[config.mk]
export PLATFORM = sky130hd
export DESIGN_NAME = lru_tick_tracker
export DESIGN_NICKNAME = d
export VERILOG_FILES = /design/src/rtl/lru_tick_tracker.sv
export SDC_FILE = /design/constraint.sdc
export NUM_CORES = 1
export LEC_CHECK = 0
export CELL_PAD_IN_SITES_DETAIL_PLACEMENT = 1
export CELL_PAD_IN_SITES_GLOBAL_PLACEMENT = 2
export CORE_MARGIN = 5
export CORE_UTILIZATION = 35
export CTS_CLUSTER_SIZE = 16
export DETAILED_ROUTE_END_ITERATION = 6
export GPL_ROUTABILITY_DRIVEN = 0
export HOLD_SLACK_MARGIN = 0.03
export PLACE_DENSITY_LB_ADDON = 0.08
export RECOVER_POWER = 25
export SYNTH_ARGS = -nofsm -noshare
export SYNTH_HDL_FRONTEND = slang
export SYNTH_SLANG_ARGS = --single-unit
[constraint.sdc]
create_clock -name clk -period 18.2 [get_ports clk]
set_input_delay 2.73 -clock clk [delete_from_list [all_inputs] [get_ports clk]]
set_output_delay 2.73 -clock clk [all_outputs]
set_load 0.02 [all_outputs]
[src/rtl/lru_tick_tracker.sv]
// lru_tick_tracker
// Writer side of the LRU tick store: stamps a global counter into the touched
// way of a set, exposes the ticks of one queried set, and renormalizes the
// whole array (one set per cycle) when the counter saturates.

`ifndef CACHE_E
`define CACHE_E 4
`endif
`ifndef CACHE_S
`define CACHE_S 4
`endif

module lru_tick_tracker #(
    parameter int SET_SIZE   = `CACHE_E,
    parameter int SET_COUNT  = `CACHE_S,
    parameter int KEY_WIDTH  = $clog2(SET_SIZE),
    parameter int SET_WIDTH  = $clog2(SET_COUNT),
    parameter int TICK_WIDTH = 32
) (
    input  logic                  clk,
    input  logic                  reset,
    input  logic                  touch_valid,
    output logic                  touch_ready,
    input  logic [SET_WIDTH-1:0]  touch_set,
    input  logic [KEY_WIDTH-1:0]  touch_way,
    input  logic [SET_WIDTH-1:0]  query_set,
    output logic [TICK_WIDTH-1:0] tick_out [SET_SIZE],
    output logic                  busy
);

    typedef enum logic {
        IDLE  = 1'b0,
        CLEAR = 1'b1
    } state_t;

    localparam logic [TICK_WIDTH-1:0] MAX_TICK    = '1;
    localparam logic [TICK_WIDTH-1:0] FIRST_TICK  = TICK_WIDTH'(1);
    localparam int unsigned           SET_COUNT_U = SET_COUNT;
    localparam int unsigned           SET_SIZE_U  = SET_SIZE;
    localparam int unsigned           LAST_SET    = SET_COUNT - 1;

    state_t                state_q;
    state_t                state_d;
    logic [TICK_WIDTH-1:0] now;
    logic [SET_WIDTH-1:0]  clr_idx;
    logic [TICK_WIDTH-1:0] ticks [SET_COUNT][SET_SIZE];

    logic accept;
    logic touch_set_ok;
    logic touch_way_ok;
    logic query_set_ok;
    logic stamp;
    logic saturating;
    logic clear_last;

    // Sets beyond SET_COUNT only exist when SET_COUNT is not a power of two;
    // such touches complete the handshake but leave the array and counter alone.
    assign touch_set_ok = 32'(touch_set) < SET_COUNT_U;
    assign touch_way_ok = 32'(touch_way) < SET_SIZE_U;
    assign query_set_ok = 32'(query_set) < SET_COUNT_U;

    assign accept     = touch_valid && (state_q == IDLE);
    assign stamp      = accept && touch_set_ok;
    assign saturating = stamp && (now == MAX_TICK);
    assign clear_last = 32'(clr_idx) == LAST_SET;

    assign touch_ready = (state_q == IDLE);
    assign busy        = (state_q == CLEAR);

    // State register for the IDLE/CLEAR controller.
    always_ff @(posedge clk or posedge reset) begin
        if (reset) begin
            state_q <= IDLE;
        end else begin
            // NOTE: all clocked state uses non-blocking assignments so every
            // register samples the pre-edge values, independent of block order.
            state_q <= state_d;
        end
    end

    // Next-state logic: enter CLEAR on the saturating stamp, leave after the last set.
    always_comb begin
        // NOTE: every combinational output gets a default first so that no
        // path through the case statement can infer a latch.
        state_d = state_q;
        case (state_q)
            IDLE:    if (saturating) state_d = CLEAR;
            CLEAR:   if (clear_last) state_d = IDLE;
            default: state_d = IDLE;
        endcase
    end

    // Global tick counter and clear index; the counter restarts at 1 so a
    // stamped way is never mistaken for an untouched (tick 0) way.
    always_ff @(posedge clk or posedge reset) begin
        if (reset) begin
            now     <= FIRST_TICK;
            clr_idx <= '0;
        end else begin
            if (stamp) begin
                if (now == MAX_TICK) begin
                    now     <= FIRST_TICK;
                    clr_idx <= '0;
                end else begin
                    now <= now + FIRST_TICK;
                end
            end
            if (state_q == CLEAR && !clear_last) begin
                clr_idx <= clr_idx + 1'b1;
            end
        end
    end

    // Tick array: stamp on accepted touches, wipe one set per cycle in CLEAR.
    always_ff @(posedge clk or posedge reset) begin
        if (reset) begin
            // NOTE: the array is deliberately built from resettable flops rather
            // than RAM, because reset must zero every tick asynchronously.
            for (int s = 0; s < SET_COUNT; s++) begin
                for (int w = 0; w < SET_SIZE; w++) begin
                    ticks[s][w] <= '0;
                end
            end
        end else if (state_q == CLEAR) begin
            for (int w = 0; w < SET_SIZE; w++) begin
                ticks[clr_idx][w] <= '0;
            end
        end else if (stamp && touch_way_ok) begin
            ticks[touch_set][touch_way] <= now;
        end
    end

    // Combinational read of the queried set; out-of-range sets read as zero.
    always_comb begin
        for (int w = 0; w < SET_SIZE; w++) begin
            tick_out[w] = '0;
        end
        if (query_set_ok) begin
            for (int w = 0; w < SET_SIZE; w++) begin
                tick_out[w] = ticks[query_set][w];
            end
        end
    end

endmodule

==> flow_summary.toml <==
[setup_path]
r2r-end = "clr_idx[0]$_DFFE_PP0P_"
path_class = "in2async"
critical_path_required_ns = 18.81
cp.arrival_ns = 10.28
cp_cell_sequence = "dlygate4sd3_1 > clkinvlp_2 > clkbuf_1 > buf_4 > buf_4"
endpoint_kind = "asynchronous set/reset pin"
r2r_slack_ns = 14.52
slowest_delay_ns = 2.58
path_max_fanout = 95
rr_worst_depth = 6
reg2reg_from = "now[2]$_DFFE_PP0P_"
crit_slowest_cell = "clkbuf_1"
startpoint_type = "primary input"
cpMostUsedCell = "buf_4"

[sta]
fin_crit_ns = 9.671
slew_headroom_pct = -193.9
layout_setup_ws_ns = 8.529
drv_slew = 312
fin_worst_skew_ns = 0.01994
setup_viol = 0
fmax_mhz = 103.4
hold_violations = 0
tns_ns = 0
rsz0062_at_grt = "no"
tightest_slew_ns = 4.385
fin_crit_sh_pct = 53.14

[hold_path]
hold_start = "ticks[485]$_DFFE_PP0P_"
hold_end = "ticks[485]$_DFFE_PP0P_"
hold_path_class = "reg2reg"
worstHoldPathCells = 2

[cts]
post_cts_resized = 0
clockBufferDepth = 3
htree_num_levels = 3
cts_inserted_buffers = 68
clkSinkCount = 547
cts_tree = "done"
cts-root-buf = "clkbuf_16"
hold_buffers = 0
insertion_delay_ns = 0.59
postCtsSetupBuffers = 0
clk_pin_slew_ns = 0.06

[logic_synthesis]
synth_nets = 2638
synth_top_cells_by_area = "dfrtp_1 55%, nand2_1 16%, mux4_2 12%, o21ai_0 10%, clkbuf_1 3.1%"
synth.distinct_cells = 36
synth_fa_ha_area_share_pct = 0.2500
synth-xor-area-share_pct = 1.050
synth.ff_latch_count = 547
yosysTopAreaCellShare_pct = 54.59
synth_top_family_by_area = "simple AND/OR/NAND/NOR gates"
synth_compound_area_share_pct = 10.32
synth_area_um2 = 25030
synth-simple-area-share_pct = 18.03
ys_seq_area_share_pct = 54.69
synth_cells = 2624
syn_area_per_cell_um2 = 9.538
yosys.area.top_type = "dfrtp_1"
yosysWarnings = 0
synthMuxAreaShare_pct = 11.60

[global_routing]
grt_pass1_vias = 20850
grt_usage_pct = 21.17
antenna_found_initial = 5
grt_max_degree = 96
grt_pass1_wl_mm = 128.2
grt-ovfl-total = 0

[routing]
dr.pass1.iters = 4
drc = 0
drt_iter0_markers = 1136
vias = 19090
ant_nets = 0
routed_wl_mm = 81.60
viasPerCell = 5.292
wire_per_inst_um = 22.62

[floorplan]
ios = 139
core-area_um2 = 71240
dieArea_um2 = 76960
die_w_um = 277.4
die_h_um = 277.4
initial_core_util_pct = 35.13
rows = 98

[power]
power_density_nw_per_um2 = 120.0
power_frac_comb_pct = 16.3
swShare_pct = 28.45
p_seq_share_pct = 45.7
p_int_w = 0.002503
power_switching_w = 0.0009951
peakVddDrop_v = 0.00006548
p_leak_nw = 12.24
p_clk_share_pct = 38.0

[final_layout]
mostFrequentLayoutCells = "1039 x nand2_1, 546 x dfrtp_1, 504 x o21ai_0, 134 x clkdlybuf4s50_1, 128 x mux4_2"
final_cell_area_um2 = 29140
final_common_cell = "nand2_1"
layout.cells.non_filler = 3608
syn2layout_area_growth_pct = 16.43
drive_gt1_share_pct = 10.54
nets = 2624

[placed_design]
place_ws_ns = 9.283
placed_cell_area_um2 = 26980
post-place-cells = 3490
portBuffers = 138
dp_hpwl_mm = 45.80

[run_status]
violations = "max-capacitance violations, max-slew violations"
status = "finished with violations"

[run]
maxCapViolations = 5
how the worst max path moves through the flow:
stage | from | end | depth (start not counted) | slack [ns]
2_1_floorplan | reset | busy$_DFF_PP0_ | 1 | 0.18
3_3_place_gp | query_set[0] | tick_out[16] | 5 | 9.29
3_5_place_dp | query_set[0] | tick_out[16] | 5 | 9.28
4_1_cts | query_set[0] | tick_out[16] | 5 | 9.28
5_1_grt | reset | ticks[458]$_DFFE_PP0P_ | 5 | 7.06
6_report | reset | ticks[458]$_DFFE_PP0P_ | 5 | 8.53
power by group through the flow:
stage                     Sequential [W]  Combinational [W]  Clock [W]
after floorplan                  0.00152           0.000411          0
after global placement           0.00161           0.000564          0
after detailed placement         0.00162           0.000585          0
after CTS                        0.00160           0.000587    0.00137
after global routing             0.00162           0.000634    0.00142
final                            0.00160           0.000571    0.00133
state kept, by name, summed over array words and instances (netlist names):
register	cells
clr_idx	2
ticks	512
busy	1
now	32
through the flow:
step | hold slack, ns | util (%) | power, W
finish | 0.5216 | 40.90 | 0.003498
global route | 0.5360 | 40.90 | 0.003680
CTS | 0.5252 | 40.93 | 0.003555
detailed placement | 0.5129 | 37.88 | 0.002200
global placement | 0.5002 | 37.88 | 0.002171
floorplan | 0.4898 | - | 0.001930
cell families after synthesis:
group                      after synthesis
AOI/OAI and AO/OA                      515
xor gates and xnor gates                30
adders and majority gates                5
buffers and inverters                  260
DFF                                    547
muxes                                  130
and+or+nand+nor                       1137
cell type report:
class / instances / area, µm²
multi-input cells: 1817 / 10440
diodes: 1 / 2.502
well taps: 950 / 1189
inverters: 5 / 20.02
clock buffers: 110 / 2113
flip-flops and latches: 547 / 13690
clock inverters: 7 / 63.81
repair buffers: 171 / 1623
fillers: 7853 / 42100
Yosys cell counts (all sizes together):
library cell and n:
and4 6, dfstp 1, mux4 128, nor4 6
buf 46, nand4b 1, xnor2 13, o21ai 513
o22ai 1, nand4 16, or3b 1, or2 1
o41ai 1, and3 6, nor3 10, nand3b 1
inv 5, and2 6, nand2 1043, xor2 17
nand3 6, nor2 28, ha 5, clkbuf 209
nand2b 5, mux2i 2, dfrtp 546, nor2b 1
critical path, delay by kind of cell:
kind	cells	cell delay [ns]
buffers and inverters	5	7.37
per-layer routing:
layer / GRT usage (%) / wire length, µm
met1: 27.66 / 36210
met2: 37.58 / 41250
met3: 3.173 / 2739
met4: 4.562 / 1338
met5: 0 / 61
No activity file was read; power rests on OpenSTA's default activity.
